==> config.mk <==
export PLATFORM = sky130hd
export DESIGN_NAME = buttons_ctrl
export DESIGN_NICKNAME = d
export VERILOG_FILES = /design/src/rtl/buttons_ctrl.sv
export SDC_FILE = /design/constraint.sdc
export NUM_CORES = 1
export LEC_CHECK = 0
export ABC_AREA = 1
export ABC_CLOCK_PERIOD_IN_PS = 1550
export BUFFER_PORTS_ARGS = -buffer_cell sky130_fd_sc_hd__buf_2
export CAP_MARGIN = 20
export CORE_MARGIN = 1.5
export CORE_UTILIZATION = 41
export DETAILED_ROUTE_END_ITERATION = 12
export HOLD_SLACK_MARGIN = 0.1
export MAX_ROUTING_LAYER = met4
export PLACE_DENSITY = 0.76
export SETUP_SLACK_MARGIN = 0.05
export SYNTH_ARGS = -nofsm -noshare
export SYNTH_HDL_FRONTEND = slang
export SYNTH_SLANG_ARGS = --single-unit
==> constraint.sdc <==
create_clock -name clk_i -period 1.55 [get_ports clk_i]
set_clock_uncertainty 0.15 [all_clocks]
set_input_delay 0.31 -clock clk_i [delete_from_list [all_inputs] [get_ports clk_i]]
set_output_delay 0.31 -clock clk_i [all_outputs]
set_load 0.02 [all_outputs]
==> src/rtl/buttons_ctrl.sv <==
// Push-button bus responder: 2-FF synchroniser, per-bit debounce, sticky press flags,
// interrupt mask and a level interrupt on unmasked press events.
module buttons_ctrl #(
    parameter int NB      = 4,
    parameter int DEB_CYC = 16
) (
    input  logic          clk_i,
    input  logic          rst_i,
    input  logic          en_i,
    input  logic          rd_en_i,
    input  logic          wr_en_i,
    input  logic [31:0]   addr_i,
    input  logic [31:0]   wdata_i,
    output logic [31:0]   rdata_o,
    input  logic [NB-1:0] buttons_i,
    output logic          irq_o
);

    localparam int              CW       = $clog2(DEB_CYC + 1);
    localparam logic [CW-1:0]   CNT_LAST = CW'(DEB_CYC - 1);
    localparam logic [9:0]      OFS_LEVEL = 10'd0;
    localparam logic [9:0]      OFS_EDGE  = 10'd1;
    localparam logic [9:0]      OFS_MASK  = 10'd2;

    logic [NB-1:0] sync1_q, sync2_q;
    logic [NB-1:0] level_q, edge_q, mask_q;
    logic [NB-1:0] level_nxt, edge_nxt, mask_nxt, rise;
    logic [CW-1:0] cnt_q   [NB];
    logic [CW-1:0] cnt_nxt [NB];
    logic          bus_rd, bus_wr;
    logic [9:0]    word;
    logic [31:0]   rdata_nxt;
    logic          unused_bits;

    assign bus_rd      = en_i & rd_en_i;
    assign bus_wr      = en_i & wr_en_i;
    assign word        = addr_i[11:2];
    assign unused_bits = ^{addr_i[31:12], addr_i[1:0], wdata_i};

    // A bit's level only moves after DEB_CYC consecutive samples disagree with it.
    always_comb begin
        level_nxt = level_q;
        rise      = '0;
        for (int i = 0; i < NB; i++) begin
            cnt_nxt[i] = '0;
            if (sync2_q[i] != level_q[i]) begin
                if (cnt_q[i] == CNT_LAST) begin
                    level_nxt[i] = sync2_q[i];
                    rise[i]      = sync2_q[i];
                end else begin
                    cnt_nxt[i] = cnt_q[i] + CW'(1);
                end
            end
        end
    end

    // Set of a press event is applied after the W1C so a coincident press survives.
    always_comb begin
        edge_nxt = edge_q;
        mask_nxt = mask_q;
        if (bus_wr && word == OFS_EDGE) edge_nxt = edge_q & ~wdata_i[NB-1:0];
        if (bus_wr && word == OFS_MASK) mask_nxt = wdata_i[NB-1:0];
        edge_nxt = edge_nxt | rise;

        rdata_nxt = '0;
        if (bus_rd) begin
            case (word)
                OFS_LEVEL: rdata_nxt = 32'(level_q);
                OFS_EDGE:  rdata_nxt = 32'(edge_q);
                OFS_MASK:  rdata_nxt = 32'(mask_q);
                default:   rdata_nxt = '0;
            endcase
        end
    end

    always_ff @(posedge clk_i) begin
        if (rst_i) begin
            sync1_q <= '0;
            sync2_q <= '0;
            level_q <= '0;
            edge_q  <= '0;
            mask_q  <= '0;
            rdata_o <= '0;
            irq_o   <= 1'b0;
            for (int i = 0; i < NB; i++) cnt_q[i] <= '0;
        end else begin
            sync1_q <= buttons_i;
            sync2_q <= sync1_q;
            level_q <= level_nxt;
            edge_q  <= edge_nxt;
            mask_q  <= mask_nxt;
            rdata_o <= rdata_nxt;
            irq_o   <= |(edge_nxt & mask_nxt);
            for (int i = 0; i < NB; i++) cnt_q[i] <= cnt_nxt[i];
        end
    end

endmodule

==> results of run 1 <==
==> cell type report <==
cell class	count	area share
Clock buffer	7	0.03242
Timing Repair Buffer	52	0.1264
Sequential cell	45	0.3430
Multi-Input combinational cell	174	0.3905
Inverter	46	0.06485
Tap cell	67	0.03149
Clock inverter	1	0.01128
==> cells in the final DEF, fill, tap and decap left out, types with 2 or more instances in the layout <==
| cell | count |
|---|---|
| a21oi_1 | 10 |
| buf_2 | 27 |
| buf_4 | 20 |
| clkbuf_8 | 6 |
| conb_1 | 28 |
| dfxtp_1 | 37 |
| dfxtp_2 | 7 |
| dlygate4sd3_1 | 4 |
| ha_2 | 4 |
| ha_4 | 4 |
| inv_1 | 45 |
| nand2_1 | 30 |
| nand2_2 | 4 |
| nand3_1 | 7 |
| nand3_2 | 6 |
| nand3_4 | 3 |
| nand4_1 | 5 |
| nor2_1 | 38 |
| nor2_2 | 5 |
| nor2_4 | 2 |
| nor3b_1 | 2 |
| nor3b_2 | 2 |
| o21ai_0 | 6 |
| o21ai_1 | 5 |
| o21bai_1 | 2 |
| xor2_1 | 5 |
==> through the flow <==
step | setup TNS [ns] | hold slack, ns | total power (uW) | cell area [um^2]
after global routing | -0.05410 | 0.2295 | 2358 | 2663
after detailed placement | -0.1120 | 0.2439 | 1361 | 2318
after CTS | 0 | 0.2064 | 2275 | 2551
final | 0 | 0.2175 | 2254 | 2663
after floorplan | 0 | 0.2291 | 1359 | 2190
after global placement | -0.09457 | 0.2413 | 1358 | 2318
==> worst max path at each step <==
| stage | to | slack (ns) | cells after the start |
|---|---|---|---|
| 6_report | irq_o | 0.03 | 10 |
| 5_1_grt | irq_o | -0.04 | 10 |
| 4_1_cts | irq_o | 0.04 | 10 |
| 3_5_place_dp | irq_o | -0.11 | 11 |
| 3_3_place_gp | irq_o | -0.09 | 11 |
| 2_1_floorplan | cnt_q[1][3] | 0.1 | 8 |
==> sequential cells by signal, indices dropped and copies added (netlist names) <==
name     cells
cnt_q       20
edge_q       4
irq_o        1
level_q      4
mask_q       4
rdata_o      4
sync1_q      4
sync2_q      4
==> routing by layer <==
| layer | global-route usage | up-vias | wire length (um) |
|---|---|---|---|
| met5 | - | - | 0 |
| met4 | 0.07677 | 0 | 120 |
| met3 | 0.03930 | 15 | 228 |
| met2 | 0.2550 | 59 | 1904 |
| met1 | 0.1738 | 758 | 1574 |
| li1 | - | 886 | - |
==> timing repair <==
item                                   4_1_cts  5_1_grt
setup buffers                                1        3
resized for setup                           19       23
pin swaps                                   11       10
hold buffers                                 4        0
endpoints found under the hold margin        4        0
setup endpoints to repair                    7       22
==> kinds of logic after synthesis <==
group / count (synthesis) / synth area share
other cells: 1 / 0.001796
xor+xnor: 5 / 0.02097
buf+inv: 76 / 0.1869
compound gates: 28 / 0.07549
fa+ha+maj: 8 / 0.04793
simple gates: 105 / 0.2355
flops: 45 / 0.4314
==> cells in the mapped netlist <==
library cell	number	share of area
nor2_2	2	0.0060
inv_1	46	0.083
nor2_1	41	0.074
nand2_1	32	0.058
o21a_1	1	0.0036
nor2_4	2	0.011
o21ai_1	4	0.0096
xor2_1	5	0.021
conb_1	1	0.0018
nand3_4	1	0.0084
buf_4	28	0.10
a22o_1	1	0.0042
a21oi_1	11	0.026
nand4_1	5	0.015
dfxtp_1	45	0.43
o211ai_1	1	0.0036
o21ai_0	7	0.017
nand3_1	15	0.036
nor3b_1	4	0.014
nor3_4	1	0.0078
clkbuf_1	2	0.0036
o2bb2ai_1	1	0.0042
ha_1	8	0.048
o21bai_1	2	0.0072
nand2_2	2	0.0060
==> power by group <==
part | switching (uW) | leakage [uW] | internal [uW]
combinational | 121 | 0.000747 | 53.5
clock | 379 | 0.0000585 | 525
sequential | 9.26 | 0.000369 | 1170
==> worst max-delay path, cell delays in order, from the launching register on <==
cell	delay, ns
dfxtp_2	0.36
ha_4	0.14
nand2_2	0.06
nor2_2	0.09
ha_2	0.21
nand3_2	0.11
nand2_1	0.09
nand2_1	0.05
nand2_1	0.06
nor2_1	0.04
nor2_1	0.10
==> flow_metrics.tcl, run 1 <==
set metrics [dict create \
    peakVddDrop_mv 0.5398 \
    regArea_um2 913.4 \
    rows 25 \
    finalSetupViolations 0 \
    viasPerCell 4.383 \
    multi_input_area_mm2 0.001040 \
    hold_viol_final 0 \
    maxCapViolations 0 \
    nets 405 \
    grt_pass1_vias 1510 \
    num-fill-cells 437 \
    path_max_fanout 3 \
    hold_end "mask_q[1]" \
    grt_start_max_net_pins 22 \
    finalMaxSlewViolations 0 \
    drc 0 \
    drt_iter0_drc 104 \
    period_share 0.9835 \
    fin_util 0.5527 \
    power.leakage_uw 0.001174 \
    fp.coreArea_mm2 0.004817 \
    first_pass_iters 5 \
    path_clk_slew_ns 0.08 \
    cts_tree "built" \
    initial_utilization 0.4335 \
    cp.required_ns 1.63 \
    min-delay-path-class "in2reg" \
    place_hpwl_um 2691 \
    reg2regPathDepth 10 \
    yosysWarnings 0 \
    min_from "wdata_i[1]" \
    routed_wl_um 3827 \
    grt_pass1_wl_um 6313 \
    drtAntennaViolNets 0 \
    wl_per_cell_um 9.763 \
    num_io_pins 106 \
    die_h_um 74.37 \
    ys_types 25 \
    io_buffers 27 \
    critPathLaunchType "register" \
    num_vias 1718 \
    cts_buffers 5 \
    cts_max_level 2 \
    crit_type "reg2reg" \
    die_w_um 74.37 \
    clk-insertion-delay-late_ns 0.30 \
    drive_above_1_share 0.2954 \
    gp_congestion 0.8489 \
    place_ws_ns -0.1103 \
    rrSetupSlack_ns 0.03 \
    status "finished clean" \
    grt_usage 0.1547 \
    clock_sinks 45 \
    netlist_instances 268 \
    antenna_found_initial 0 \
    antennaDiodeCount 0 \
    clk_path_buf_depth 2 \
    holdPathStages 5 \
    avgSynthCellArea_um2 7.792 \
    yosysSeqAreaShare 0.4314 \
    syn_area_mm2 0.002088 \
    r2r_end "irq_o" \
    startpoint "cnt_q[1][0]" \
    rsz0062_at_grt "true" \
    dieArea_mm2 0.005530 \
    layout_setup_ws_ns 0.02555 \
    r2r_start "cnt_q[1][0]" \
    cp-end-kind "register" \
    arrival_ns 1.61 \
    overflow 0 \
    dp_cells 376 \
    finalCriticalPeriod_ns 1.524 \
    synth_seq_cells 45 \
    power_density_mw_per_mm2 846.7 \
    cts-root-buf "clkbuf_8" \
    max_freq_mhz 656.0 \
    final_cells 392 \
    area_growth_pct 27.50 \
]
Power figures use the tool's default switching activity.
==> inputs of run 2 (changes only) <==
--- a/config.mk
+++ b/config.mk
@@ -7,7 +7,7 @@
 export LEC_CHECK = 0
 export ABC_AREA = 1
 export ABC_CLOCK_PERIOD_IN_PS = 1550
-export BUFFER_PORTS_ARGS = -buffer_cell sky130_fd_sc_hd__buf_2
+export BUFFER_PORTS_ARGS = -buffer_cell sky130_fd_sc_hd__clkbuf_2
 export CAP_MARGIN = 20
 export CORE_MARGIN = 1.5
 export CORE_UTILIZATION = 41
==> run 2 against run 1 <==
Die area stayed put. Register-to-register slack gained 0.02 ns. Design area hardly changed. Critical path type unchanged. Largest power group unchanged.
==> flow_metrics.tcl, run 2 (synthesis results as in run 1) <==
set metrics [dict create \
    viasPerCell 4.245 \
    io_buffers 27 \
    gp_congestion 0.8314 \
    critPathLaunchType "register" \
    holdPathStages 5 \
    drc 0 \
    drtAntennaViolNets 0 \
    power.leakage_uw 0.001184 \
    cts_max_level 2 \
    drt_iter0_drc 97 \
    cp.required_ns 1.64 \
    period_share 0.9711 \
    num_io_pins 106 \
    antennaDiodeCount 0 \
    cp-end-kind "register" \
    path_cells "ha_4 > nand2_4 > nor2_4 > ha_2 > nand3_2 > nand2_1 > nand2_1 > nand2_1 > nor2_2 > nor2_1" \
    num_vias 1664 \
    p_seq_frac 0.543 \
    die_h_um 74.37 \
    dp_cells 377 \
    crit_type "reg2reg" \
    clk_path_buf_depth 2 \
    die_w_um 74.37 \
    p_clk_frac 0.376 \
    largest_register_ffs 20 \
    num-fill-cells 450 \
    regMostFlops "cnt_q" \
    area_growth_pct 27.38 \
    crit_path_top_delay_cell "dfxtp_2" \
    final_cell_mix "inv_1, dfxtp_1, nor2_1" \
    path_clk_slew_ns 0.08 \
    reg2regPathDepth 10 \
    dieArea_mm2 0.005530 \
    overflow 0 \
    slowest_delay_ns 0.37 \
    grt_usage 0.1555 \
    drive_above_1_share 0.3169 \
    nets 405 \
    initial_utilization 0.4335 \
    p_int_uw 1634 \
    power_density_mw_per_mm2 815.1 \
    place_hpwl_um 2676 \
    maxCapViolations 0 \
    cts-root-buf "clkbuf_8" \
    max_freq_mhz 664.4 \
    routed_wl_um 3925 \
    regArea_um2 910.9 \
    cp_common_cell "nand2_1" \
    antenna_found_initial 0 \
    fin_util 0.5522 \
    fp.coreArea_mm2 0.004817 \
    wl_per_cell_um 10.01 \
    grt_pass1_vias 1492 \
    cts_tree "built" \
    finalSetupViolations 0 \
    p_sw_uw 533.8 \
    finalCriticalPeriod_ns 1.505 \
    arrival_ns 1.60 \
    peakVddDrop_mv 0.4713 \
    final_common_cell "inv_1" \
    clk-insertion-delay-late_ns 0.31 \
    multi_input_area_mm2 0.001055 \
    path_max_fanout 3 \
    status "finished clean" \
    min-delay-path-class "in2reg" \
    finalMaxSlewViolations 0 \
    first_pass_iters 4 \
    hold_viol_final 0 \
    p_comb_frac 0.081 \
    grt_pass1_wl_um 6251 \
    netSwitchingFraction 0.2462 \
    total_power_uw 2168 \
    rows 25 \
    final_cells 392 \
    cts_buffers 5 \
    rsz0062_at_grt "true" \
    clock_sinks 45 \
    grt_start_max_net_pins 22 \
    fin_hold_ws_ns 0.1883 \
]
## run 2: cell count changes in the layout (fill, tap and decap cells not counted), sizes merged
cell	previous run	this run
inv	46	47
bufinv	1	0
clkbuf	7	34
buf	48	21
## run 2: metrics by stage
stage	setup WS (ns)	instance area [um^2]	TNS, ns
floorplan	0.09531	2190	0
global placement	-0.08931	2326	-0.08931
detailed placement	-0.1013	2326	-0.1157
CTS	0.01352	2517	0
global route	-0.08537	2660	-0.1017
finish	0.04482	2660	0
## run 2: what timing repair did
item                                   CTS  global route
buffers inserted                         0             3
hold buffers                             4             0
setup endpoints to repair                9            24
pin swaps                               10            18
endpoints found under the hold margin    4             0
resized for setup                       13            33
## run 2: final timing paths
kind | from | to | slack (ns)
setup / recovery | cnt_q[1][0] | irq_o | 0.04
hold / removal | wdata_i[1] | mask_q[1] | 0.19
setup reg to reg | cnt_q[1][0] | irq_o | 0.04
hold reg to reg | sync1_q[3] | sync2_q[3] | 0.26
## run 2: layout make-up
cell class | instances | area share
Multi-Input combinational cell | 174 | 0.3965
Sequential cell | 45 | 0.3424
Timing Repair Buffer | 52 | 0.1251
Inverter | 46 | 0.06491
Clock buffer | 7 | 0.03622
Tap cell | 67 | 0.03151
Clock inverter | 1 | 0.003293
## run 2: worst max-delay path, delay by kind of cell (launching register included)
family                     cells  cell delay, ns
adders and majority gates      2            0.35
DFF                            1            0.37
and+or+nand+nor                8            0.59
## run 2: power groups by stage
| stage | logic [uW] | clock network (uW) | registers, uW |
|---|---|---|---|
| 2_1_floorplan | 158 | 0 | 1200 |
| 3_3_place_gp | 158 | 0 | 1200 |
| 3_5_place_dp | 160 | 0 | 1200 |
| 4_1_cts | 171 | 835 | 1180 |
| 5_1_grt | 197 | 895 | 1180 |
| 6_report | 175 | 816 | 1180 |
## run 2: metal layers
layer	up-vias	share of wire	wire (um)	global-route usage
li1	892	-	-	-
met1	714	0.43	1682	0.1686
met2	47	0.50	1945	0.2629
met3	11	0.055	214	0.04336
met4	0	0.021	84	0.07273
met5	-	0	0	-
==> inputs of run 3 (changes only) <==
--- a/config.mk
+++ b/config.mk
@@ -13,7 +13,6 @@
 export CORE_UTILIZATION = 41
 export DETAILED_ROUTE_END_ITERATION = 12
 export HOLD_SLACK_MARGIN = 0.1
-export MAX_ROUTING_LAYER = met4
 export PLACE_DENSITY = 0.76
 export SETUP_SLACK_MARGIN = 0.05
 export SYNTH_ARGS = -nofsm -noshare
==> run 3 against run 2 <==
Highest routed layer unchanged. Cell count unchanged. Critical path type unchanged. Hold slack got worse by 0.0013 ns. Design area unchanged. Die area stayed put. Routed wire length decreased by 0.20%. Power hardly changed.
==> flow_metrics.tcl, run 3 (synthesis results as in run 1) <==
set metrics [dict create \
    cts-root-buf "clkbuf_8" \
    grt_start_max_net_pins 22 \
    arrival_ns 1.60 \
    area_growth_pct 27.38 \
    clk-insertion-delay-late_ns 0.30 \
    p_int_uw 1634 \
    cp-end-kind "register" \
    p_sw_uw 534.0 \
    status "finished clean" \
    num-fill-cells 450 \
    setup_tns_ns 0 \
    rows 25 \
    p_clk_frac 0.376 \
    io_buffers 27 \
    peakVddDrop_mv 0.4714 \
    reg2regPathDepth 10 \
    path_max_fanout 2 \
    clk_path_buf_depth 2 \
    fp.coreArea_mm2 0.004817 \
    power.leakage_uw 0.001184 \
    grt_usage 0.1500 \
    dieArea_mm2 0.005530 \
    drive_above_1_share 0.3169 \
    finalMaxSlewViolations 0 \
    r2r_end "irq_o" \
    period_share 0.9731 \
    hold_viol_final 0 \
    drt_iter0_drc 84 \
    gp_congestion 0.8191 \
    regMostFlops "cnt_q" \
    netSwitchingFraction 0.2463 \
    maxCapViolations 0 \
    hold_end "mask_q[1]" \
    power_density_mw_per_mm2 815.2 \
    rsz0062_at_grt "true" \
    die_w_um 74.37 \
    place_hpwl_um 2676 \
    largest_register_ffs 20 \
    cts_tree "built" \
    finalCriticalPeriod_ns 1.508 \
    final_common_cell "inv_1" \
    routed_wl_um 3917 \
    p_comb_frac 0.081 \
    initial_utilization 0.4335 \
    drc 0 \
    total_power_uw 2169 \
    drtAntennaViolNets 0 \
    grt_pass1_vias 1490 \
    antenna_found_initial 0 \
    r2r_start "cnt_q[0][1]" \
    p_seq_frac 0.543 \
    path_clk_slew_ns 0.08 \
    wl_per_cell_um 9.992 \
    num_io_pins 106 \
    crit_type "reg2reg" \
    finalSetupViolations 0 \
    first_pass_iters 4 \
    num_vias 1664 \
    final_cell_mix "inv_1, dfxtp_1, nor2_1" \
    viasPerCell 4.245 \
    max_freq_mhz 663.0 \
    cts_buffers 5 \
    critPathLaunchType "register" \
    min-delay-path-class "in2reg" \
    cts_max_level 2 \
    overflow 0 \
    antennaDiodeCount 0 \
    rrSetupSlack_ns 0.04 \
    die_h_um 74.37 \
    nets 405 \
    min_from "wdata_i[1]" \
    clock_sinks 45 \
    grt_pass1_wl_um 6251 \
    cp.required_ns 1.64 \
    holdPathStages 5 \
    startpoint "cnt_q[0][1]" \
]
[run 3: power groups by stage]
stage                     clock network (uW)  logic, uW  registers (uW)
final                                    816        175            1180
after global routing                     890        197            1180
after CTS                                835        171            1180
after detailed placement                   0        160            1200
after global placement                     0        158            1200
after floorplan                            0        158            1200
[run 3: stage by stage]
stage / utilization / hold WS, ns / cells / setup slack [ns] / instance area, um^2
detailed placement: 0.4829 / 0.2442 / 377 / -0.1013 / 2326
floorplan: - / 0.2291 / 295 / 0.09531 / 2190
CTS: 0.5226 / 0.1822 / 389 / 0.01352 / 2517
global route: 0.5522 / 0.2112 / 392 / -0.08530 / 2660
global placement: 0.4829 / 0.2419 / 377 / -0.08931 / 2326
finish: 0.5522 / 0.1870 / 392 / 0.04177 / 2660
[run 3: worst max-delay path: stages (launching register included)]
cell and delay, ns:
dfxtp_2 0.36, ha_4 0.14, nand2_2 0.05, nor2_1 0.12, ha_2 0.21, nand3_2 0.08, nand2_1 0.07, nand2_1 0.05
nand2_1 0.08, nor2_2 0.04, nor2_1 0.09
[run 3: cell type report]
class,count,area [um^2],share of cell area
Timing Repair Buffer,52,332.8,0.1251
Clock inverter,1,8.758,0.003293
Clock buffer,7,96.34,0.03622
Tap cell,67,83.83,0.03151
Sequential cell,45,910.9,0.3424
Multi-Input combinational cell,174,1055,0.3965
Inverter,46,172.7,0.06491
[run 3: what timing repair did]
item                                    4_1_cts  5_1_grt
endpoints found under the hold margin         4        0
pin swaps                                    10       18
resized for setup                            13       33
setup buffers                                 0        3
hold buffers                                  4        0
gates cloned                                  0        0
endpoints found under the setup margin        9       24
[run 3: routing by layer]
metal / wire length, um / part of all wire / global-route usage / vias up
li1: - / - / - / 891
met1: 1704 / 0.44 / 0.1686 / 726
met2: 1941 / 0.50 / 0.2629 / 39
met3: 177 / 0.045 / 0.03117 / 8
met4: 92 / 0.023 / 0.08485 / 0
met5: 0 / 0 / 0 / -
[run 3: how the worst max path moves through the flow]
stage                              to
after CTS                       irq_o
after global routing            irq_o
after floorplan           cnt_q[1][3]
final                           irq_o
after detailed placement        irq_o
after global placement          irq_o
